<file path="src/rtl/pwm_duty_meter_pkg.sv">
// Shared constants and FSM state type for the PWM duty-cycle meter.
package pwm_duty_meter_pkg;

  localparam int unsigned DUTY_MAX       = 100;
  localparam int unsigned PWM_PERIOD_CYC = 2000;  // 25 kHz at 50 MHz
  localparam int unsigned CNT_W_DEF      = 16;
  localparam int unsigned DIV_ITERS      = 7;

  typedef enum logic [1:0] {
    StIdle,
    StArmed,
    StDiv
  } meter_state_e;

endpackage

</file>
<file path="src/rtl/duty_div.sv">
// Fixed-latency restoring divider: 7 quotient bits, one per cycle, start/busy/done handshake.
module duty_div
  import pwm_duty_meter_pkg::*;
#(
  parameter int unsigned CNT_W = CNT_W_DEF
) (
  input  logic             sys_clk,
  input  logic             sys_rst_n,
  input  logic             start,
  input  logic [CNT_W+6:0] dividend,
  input  logic [CNT_W-1:0] divisor,
  output logic             busy,
  output logic             done,
  output logic [6:0]       quotient
);

  localparam logic [2:0] IterLast = 3'(DIV_ITERS - 1);

  logic             busy_q;
  logic [2:0]       iter_q;
  logic [CNT_W-1:0] rem_q;
  logic [6:0]       low_q;
  logic [CNT_W-1:0] dvs_q;
  logic [5:0]       quo_q;

  logic [CNT_W:0]   trial;
  logic             fits;
  logic [CNT_W-1:0] rem_nxt;
  logic [6:0]       quo_nxt;

  // Remainder stays below the divisor, so it never needs more than CNT_W bits.
  always_comb begin
    trial   = {rem_q, low_q[6]};
    fits    = (trial >= {1'b0, dvs_q});
    rem_nxt = fits ? CNT_W'(trial - {1'b0, dvs_q}) : trial[CNT_W-1:0];
    quo_nxt = {quo_q, fits};
  end

  always_ff @(posedge sys_clk or negedge sys_rst_n) begin
    if (!sys_rst_n) begin
      busy_q <= 1'b0;
      iter_q <= '0;
      rem_q  <= '0;
      low_q  <= '0;
      dvs_q  <= '0;
      quo_q  <= '0;
    end else if (start && !busy_q) begin
      busy_q <= 1'b1;
      iter_q <= '0;
      rem_q  <= dividend[CNT_W+6:7];
      low_q  <= dividend[6:0];
      dvs_q  <= divisor;
      quo_q  <= '0;
    end else if (busy_q) begin
      rem_q  <= rem_nxt;
      low_q  <= {low_q[5:0], 1'b0};
      quo_q  <= quo_nxt[5:0];
      iter_q <= iter_q + 3'd1;
      if (iter_q == IterLast) begin
        busy_q <= 1'b0;
      end
    end
  end

  // Last bit is resolved combinationally so the result is ready in the 7th busy cycle.
  assign busy     = busy_q;
  assign done     = busy_q && (iter_q == IterLast);
  assign quotient = quo_nxt;

endmodule

</file>
<file path="src/rtl/pwm_duty_meter.sv">
// Measures period and duty (percent) of an asynchronous PWM input, with loss-of-signal timeout.
module pwm_duty_meter
  import pwm_duty_meter_pkg::*;
#(
  parameter int unsigned CNT_W   = CNT_W_DEF,
  parameter int unsigned TIMEOUT = 4000
) (
  input  logic             sys_clk,
  input  logic             sys_rst_n,
  input  logic             pwm_in,
  output logic [6:0]       duty_data,
  output logic             duty_valid,
  output logic [CNT_W-1:0] period_cyc,
  output logic             no_signal
);

  localparam logic [CNT_W-1:0] TimeoutLast = CNT_W'(TIMEOUT - 1);
  localparam logic [CNT_W-1:0] TimeoutSat  = CNT_W'(TIMEOUT);

  logic sync_q, pwm_s, pwm_prev;
  logic rise, any_edge, timeout_hit;

  logic [CNT_W-1:0] idle_q, per_q, high_q, per_lat_q;
  meter_state_e     state_q, state_d;

  logic             div_start, div_busy, div_done, meas_done;
  logic [CNT_W+6:0] dividend;
  logic [6:0]       div_quo, duty_clamped;

  logic [6:0]       duty_q;
  logic             valid_q, nosig_q;
  logic [CNT_W-1:0] period_q;

  always_ff @(posedge sys_clk or negedge sys_rst_n) begin
    if (!sys_rst_n) begin
      sync_q   <= 1'b0;
      pwm_s    <= 1'b0;
      pwm_prev <= 1'b0;
    end else begin
      sync_q   <= pwm_in;
      pwm_s    <= sync_q;
      pwm_prev <= pwm_s;
    end
  end

  assign rise        = pwm_s & ~pwm_prev;
  assign any_edge    = pwm_s ^ pwm_prev;
  // Idle counter parks at TIMEOUT after firing, so a stuck input reports only once.
  assign timeout_hit = !any_edge && (idle_q == TimeoutLast);

  always_ff @(posedge sys_clk or negedge sys_rst_n) begin
    if (!sys_rst_n) begin
      idle_q <= '0;
      per_q  <= '0;
      high_q <= '0;
    end else begin
      if (any_edge)                 idle_q <= '0;
      else if (idle_q != TimeoutSat) idle_q <= idle_q + CNT_W'(1);

      if (rise)              per_q <= CNT_W'(1);
      else if (per_q != '1)  per_q <= per_q + CNT_W'(1);

      // The edge cycle itself is high, so the high count restarts at 1.
      if (rise)                       high_q <= CNT_W'(1);
      else if (pwm_s && high_q != '1) high_q <= high_q + CNT_W'(1);
    end
  end

  always_ff @(posedge sys_clk or negedge sys_rst_n) begin
    if (!sys_rst_n) state_q <= StIdle;
    else            state_q <= state_d;
  end

  always_comb begin
    state_d = state_q;
    if (timeout_hit) begin
      state_d = StIdle;
    end else begin
      unique case (state_q)
        StIdle:  if (rise)     state_d = StArmed;
        StArmed: if (rise)     state_d = StDiv;
        StDiv:   if (div_done) state_d = StArmed;
        default:               state_d = StIdle;
      endcase
    end
  end

  always_comb begin
    div_start = 1'b0;
    meas_done = 1'b0;
    if (!timeout_hit) begin
      div_start = (state_q == StArmed) && rise && !div_busy;
      meas_done = (state_q == StDiv) && div_done;
    end
  end

  assign dividend = (CNT_W+7)'(high_q) * (CNT_W+7)'(DUTY_MAX);

  duty_div #(
    .CNT_W (CNT_W)
  ) u_duty_div (
    .sys_clk   (sys_clk),
    .sys_rst_n (sys_rst_n),
    .start     (div_start),
    .dividend  (dividend),
    .divisor   (per_q),
    .busy      (div_busy),
    .done      (div_done),
    .quotient  (div_quo)
  );

  assign duty_clamped = (div_quo > 7'(DUTY_MAX)) ? 7'(DUTY_MAX) : div_quo;

  always_ff @(posedge sys_clk or negedge sys_rst_n) begin
    if (!sys_rst_n) begin
      per_lat_q <= '0;
      duty_q    <= '0;
      valid_q   <= 1'b0;
      period_q  <= '0;
      nosig_q   <= 1'b0;
    end else begin
      if (div_start) per_lat_q <= per_q;
      valid_q <= timeout_hit | meas_done;
      if (timeout_hit) begin
        duty_q   <= pwm_s ? 7'(DUTY_MAX) : 7'd0;
        period_q <= '0;
        nosig_q  <= 1'b1;
      end else if (meas_done) begin
        duty_q   <= duty_clamped;
        period_q <= per_lat_q;
        nosig_q  <= 1'b0;
      end
    end
  end

  assign duty_data  = duty_q;
  assign duty_valid = valid_q;
  assign period_cyc = period_q;
  assign no_signal  = nosig_q;

endmodule

</file>
<file path="config.mk">
export PLATFORM = sky130hd
export DESIGN_NAME = pwm_duty_meter
export DESIGN_NICKNAME = d
export VERILOG_FILES = /design/src/rtl/pwm_duty_meter_pkg.sv /design/src/rtl/duty_div.sv /design/src/rtl/pwm_duty_meter.sv
export SDC_FILE = /design/constraint.sdc
export NUM_CORES = 1
export LEC_CHECK = 0
export BUFFER_PORTS_ARGS = -buffer_cell sky130_fd_sc_hd__buf_2
export CELL_PAD_IN_SITES_DETAIL_PLACEMENT = 0
export CELL_PAD_IN_SITES_GLOBAL_PLACEMENT = 1
export CORE_MARGIN = 10
export CORE_UTILIZATION = 38
export CTS_CLUSTER_DIAMETER = 30
export DETAILED_ROUTE_END_ITERATION = 10
export HOLD_SLACK_MARGIN = 0.06
export PLACE_DENSITY_LB_ADDON = 0.1
export SLEW_MARGIN = 20
export SYNTH_ARGS = -nofsm -noshare
export SYNTH_HDL_FRONTEND = slang
export SYNTH_SLANG_ARGS = --single-unit
export TNS_END_PERCENT = 1
</file>
<file path="constraint.sdc">
create_clock -name sys_clk -period 5.97 [get_ports sys_clk]
set_clock_uncertainty 0.15 [all_clocks]
set_input_delay 1.194 -clock sys_clk [delete_from_list [all_inputs] [get_ports sys_clk]]
set_output_delay 1.194 -clock sys_clk [all_outputs]
set_load 0.01 [all_outputs]
</file>
# Word level (Yosys, flattened, before mapping)
# Cells that the tools add are included.
[totals] ff_bits=143 input_bits=3 wordCells=89
[op_classes] add_sub_neg=5 n_mul=1 magnitude_cmp=2 eq_ne=10 n_mux=33 bitwise_logic=4 n_reduce_logical=16
[ops] op="2-to-1 mux 16 bit" count=11
[ops] op="adder 16 x 1 -> 16 bit (second input constant)" count=3
[ops] op="2-to-1 mux 7 bit" count=6
[ops] op="!= test 16 bit (second input constant)" count=2
[ops] op="multiplier 16 x 5 -> 21 bit (second input constant)" count=1
[ops] op=">= comparator 17 x 16 -> 1 bit" count=1
[ops] op="== test 16 x 12 -> 1 bit (second input constant)" count=1
[ops] op="!= test 16 x 12 -> 1 bit (second input constant)" count=1
[ops] op="subtractor 16 bit" count=1
[ops] op="2-to-1 mux 6 bit" count=2
[ops] op="nonzero test 2 bit" count=5
[ops] op="!= test 3 bit (second input constant)" count=3
[ops] op="2-to-1 mux 2 bit" count=4
[ops] op="> comparator 7 bit (second input constant)" count=1
[ops] op="logical AND 1 bit" count=7
[ops] op="2-to-1 mux 1 bit" count=7
[ops] op="2-to-1 mux 3 bit" count=2
[ops] op="one-hot mux 2 bit (3 select lines)" count=1
[ops] op="adder 3 x 1 -> 3 bit (second input constant)" count=1
[ops] op="== test 3 bit (second input constant)" count=1
[ops] op="AND reduction 3 bit" count=1
[ops] op="== test 2 x 1 -> 1 bit (second input constant)" count=1
[ops] op="== test 2 bit (second input constant)" count=1
[ops] op="zero test 1 bit" count=2
[ops] op="5 further kinds" count=5

# Logic depth before layout (Yosys ltp)
[depth] depth_word=7 depth_mapped=13 depth_no_buf=13

# Cells and area by module
# From an unflattened synthesis, not the netlist that was laid out.
[hier_totals] cells_unflattened=935 hier_area_um2=8956.1
[by_module_without_submodules] module="pwm_duty_meter" n_inst=1 cells_per_inst=614 area_each_um2=5923.2 seq_area_each_um2=2352.3
[by_module_without_submodules] module="duty_div" n_inst=1 cells_per_inst=321 area_each_um2=3032.9 seq_area_each_um2=1226.2

# Worst setup path after synthesis
# OpenSTA, ideal clock, no wires.
[synth_timing] path_kind="register to register" from="reg high_q[3]" to="reg u_duty_div.rem_q[12]" setup_time_ps=120 arrival_ps=3430 t_required_ps=5700 slack_ps=2271 path_stages_with_launch=14 path_buffers=0 synth_period_minus_slack_ps=3699 cell_sequence="dfrtp_1 > ha_1 > ha_1 > inv_1 > fa_1 > inv_1 > ha_1 > nand3_1 > o2111ai_1 > o21ai_0 > a21oi_1 > o32ai_1 > or4b_2 > and3_1"
[synth_via] elab_chain_len=2
[synth_lines] element="from (decl)" line_no="pwm_duty_meter.sv:23" rtl="logic [CNT_W-1:0] idle_q, per_q, high_q, per_lat_q;"
[synth_lines] element="from (signal assigned)" line_no="pwm_duty_meter.sv:65" rtl="else if (pwm_s && high_q != '1) high_q <= high_q + CNT_W'(1);"
[synth_lines] element="multiplier 16 x 5 -> 21 bit" line_no="pwm_duty_meter.sv:97" rtl="assign dividend = (CNT_W+7)'(high_q) * (CNT_W+7)'(DUTY_MAX);"
[synth_lines] element="2-to-1 mux 16 bit" line_no="duty_div.sv:47" rtl="end else if (start && !busy_q) begin"
[synth_lines] element="to (signal assigned)" line_no="duty_div.sv:50" rtl="rem_q <= dividend[CNT_W+6:7];"
[synth_lines] element="to (signal assigned)" line_no="duty_div.sv:55" rtl="rem_q <= rem_nxt;"
[synth_lines] element="to (decl)" line_no="duty_div.sv:21" rtl="logic [CNT_W-1:0] rem_q;"
# No other way between the ends.
# A chain may end at the register's enable or synchronous reset.

# Worst setup path in the final report
[layout_timing] from="reg high_q[4]" to="reg u_duty_div.rem_q[15]"
# The elaborated chain is that of the path after synthesis.

==> impl_metrics.csv <==
group,metric,value,unit
outcome,status,"complete, no violations",
final_layout,layout.cell_area.non_filler,9720,um^2
placed_design,place.gp.congestion,0.842,
power,seqPwrFrac,34.2,%
power,vdd_ir_drop_max,0.179,mV
power,swShare,39.1,%
die,start_util,38.5,%
placed_design,placed_area,9140,um^2
worst_setup_path,max_stage_delay,670,ps
clock_network,clockBufferDepth,2,
grt,grt_pass1_vias,6543,
route,vias,6677,
grt,use_met1,21.4,%
clock_network,cts_setup_buffers,0,
grt,grt_max_degree,66,
route,drt-wirelength-per-cell,16.0,um
timing,rsz0062_at_grt,"no",
clock_network,htree_levels,4,
power,p_int,2.35,mW
synthesis,synth_ff_type,"dfrtp_1",
synthesis,synth_top_cell_area_share,40.6,%
power,leakage,4.74,nW
synthesis,synthArstFlopShare,100,%
grt,grt_remaining_overflow,0,
final_layout,syn_to_final_growth,11.9,%
timing,worst_slew_pin_slew,716,ps
timing,finalSetupViolations,0,
min_path,hp-class,"reg2reg",
die,die_area,29300,um^2
die,num_rows,55,
worst_setup_path,required,6160,ps
timing,finalCritPeriodShare,67.7,%
clock_network,hold_buffers,0,
route,ant_nets,0,
worst_setup_path,crit_buf_inv,2,
worst_setup_path,crit_path_end_kind,"flip-flop",
clock_network,cts_sinks,141,
timing,fmax,248,MHz
power,power.share.clock,27.2,%
placed_design,port_buffers,27,
final_layout,mostFrequentLayoutCell,"nand2_1",
die,num_io_pins,28,
route,drt-total-wl,20500,um
grt,grt_pass1_wl,34600,um
power,power.density,397,nW/um^2
worst_setup_path,worstSetupStartpointType,"flip-flop",
job,drv_cap,0,
power,p_switching,1.51,mW
grt,grtUsageTotal,14.8,%
timing,final.setup.tns,0,ps
final_layout,antennaDiodeCount,0,
worst_setup_path,crit_chain,"ha_1 -> ha_1 -> inv_1 -> fa_1 -> inv_1 -> ha_1 -> o21ai_0 -> o21ai_0 -> or4b_2 -> a31oi_1 -> nand3b_1 -> nand4_1 -> a32oi_1",
clock_network,cts_buffers,17,
route,avgViaCountPerCell,5.21,
synthesis,syn_area,8680,um^2
timing,setup_slack,1930,ps
synthesis,synthTopCellsByArea,"dfrtp_1 41%, ha_1 11%, nand2_1 7.1%, inv_1 3.3%, xnor2_1 3.1%",
synthesis,syn_area_per_cell,9.07,um^2
clock_network,cts-root-buf,"clkbuf_16",
final_layout,drive_above_1_share,9.13,%
clock_network,insertion_delay,420,ps
route,dr.pass1.iters,5,
synthesis,synth-seq-cells,141,
grt,grtUsageMet3,3.28,%
timing,slew_headroom,52.1,%
timing,slew_viol_final,0,
worst_setup_path,critical_path_arrival,4230,ps
timing,layout_min_cycle_time,4040,ps
worst_setup_path,cpMaxStageDelayCell,"or4b_2",
clock_network,cts_tree,"done",
synthesis,yosys_warnings,0,
synthesis,syn_nets,1048,
final_layout,nets,1075,
synthesis,synthCells,957,
power,comb_power_share,38.6,%
worst_setup_path,crit_fanout,5,
timing,final-hold-violation-count,0,
final_layout,layout_common_cells,"165 x nand2_1, 140 x dfrtp_1, 77 x inv_1",
route,drc,0,
placed_design,dp_slack,1980,ps
worst_setup_path,path_delay_family,"adder cells",
worst_setup_path,crit_path_frequent_cell,"ha_1",
synthesis,synth_top_cell_by_area,"dfrtp_1",
clock_network,cts_resized,0,
die,chipWidth,171,um
synthesis,synthDistinctLibCells,67,
grt,antenna_found_initial,1,
placed_design,dp_hpwl,15300,um
grt,grt_util_met2,21.6,%
die,coreArea,22600,um^2
synthesis,synth_edf_count,0,
grt,busiest_layer,"met2",
route,first_iter_violations,537,
synthesis,synth.yosys.seq_area_share,40.6,%
die,die_h,171,um
worst_setup_path,critPathKind,"reg2reg",
clock_network,clk_pin_slew_worst_paths,70,ps
[per-layer routing]
layer  wire, um  share of wire (%)
met2       8760                 43
met5          9              0.044
met3        686                3.4
met1      10800                 53
met4        242                1.2
[flip-flops by register name (all words and copies together), names as in the netlist]
name               cells
high_q                16
idle_q                16
per_lat_q             16
per_q                 16
period_cyc            16
u_duty_div.dvs_q      16
u_duty_div.rem_q      16
duty_data              7
u_duty_div.quo_q       6
u_duty_div.low_q       5
u_duty_div.iter_q      3
state_q                2
duty_valid             1
no_signal              1
pwm_prev               1
pwm_s                  1
sync_q                 1
u_duty_div.busy        1
[cells in the mapped netlist (12+ instances only)]
cell type,n
inv_1,77
dfrtp_1,141
nand2_1,165
ha_1,76
xnor2_1,31
nor2_1,62
xor2_1,22
a31oi_1,19
nand4_1,12
a21oi_1,49
nor3_1,20
o21ai_0,51
a211oi_1,13
mux2i_1,12
nand3_1,30
clkbuf_1,24
and2_1,14
fa_1,12
[worst paths after layout]
kind,from,to,slack (ps),cells after the start
min in group asynchronous,sys_rst_n,period_cyc[11],600,1
worst min-delay path,sync_q,pwm_s,200,0
max in group asynchronous,sys_rst_n,u_duty_div.busy,3970,2
worst max register to register,high_q[4],u_duty_div.rem_q[15],1930,13
worst min register to register,sync_q,pwm_s,200,0
worst max-delay path,high_q[4],u_duty_div.rem_q[15],1930,13
[kinds of logic after synthesis]
group                      share of synthesized area [%]
AOI/OAI and AO/OA                                   14.3
xor gates and xnor gates                            5.34
adders and majority gates                           13.7
buffers and inverters                               4.91
DFF                                                 40.6
muxes                                               1.56
and+or+nand+nor                                     19.5
[power by group through the flow]
stage,Sequential [mW],Combinational (mW),Clock [mW]
global route,1.35,1.71,1.13
floorplan,1.29,1.14,0
finish,1.32,1.49,1.05
global placement,1.34,1.51,0
detailed placement,1.34,1.50,0
CTS,1.32,1.51,1.08
[layout make-up]
class | instances | area, um^2
repair buffers | 39 | 231
clock inverters | 13 | 124
flip-flops and latches | 141 | 3530
inverters | 77 | 289
multi-input cells | 708 | 4740
clock buffers | 19 | 453
well taps | 285 | 357
fillers | 2292 | 12900
[worst reg2reg max path: stages, from the launching register on]
cell      delay, ps
dfrtp_1         430
ha_1            330
ha_1            280
inv_1            50
fa_1            500
inv_1            40
ha_1            330
o21ai_0         140
o21ai_0         280
or4b_2          670
a31oi_1         350
nand3b_1        170
nand4_1         100
a32oi_1         150
[through the flow]
step	hold WS [ps]	total power, mW	util [%]	instances
2_1_floorplan	181	2.44	-	957
3_3_place_gp	183	2.85	40.5	1250
3_5_place_dp	187	2.84	40.5	1250
4_1_cts	204	3.92	43.1	1282
5_1_grt	219	4.18	43.1	1282
6_report	201	3.85	43.1	1282
Power figures use the tool's default switching activity.
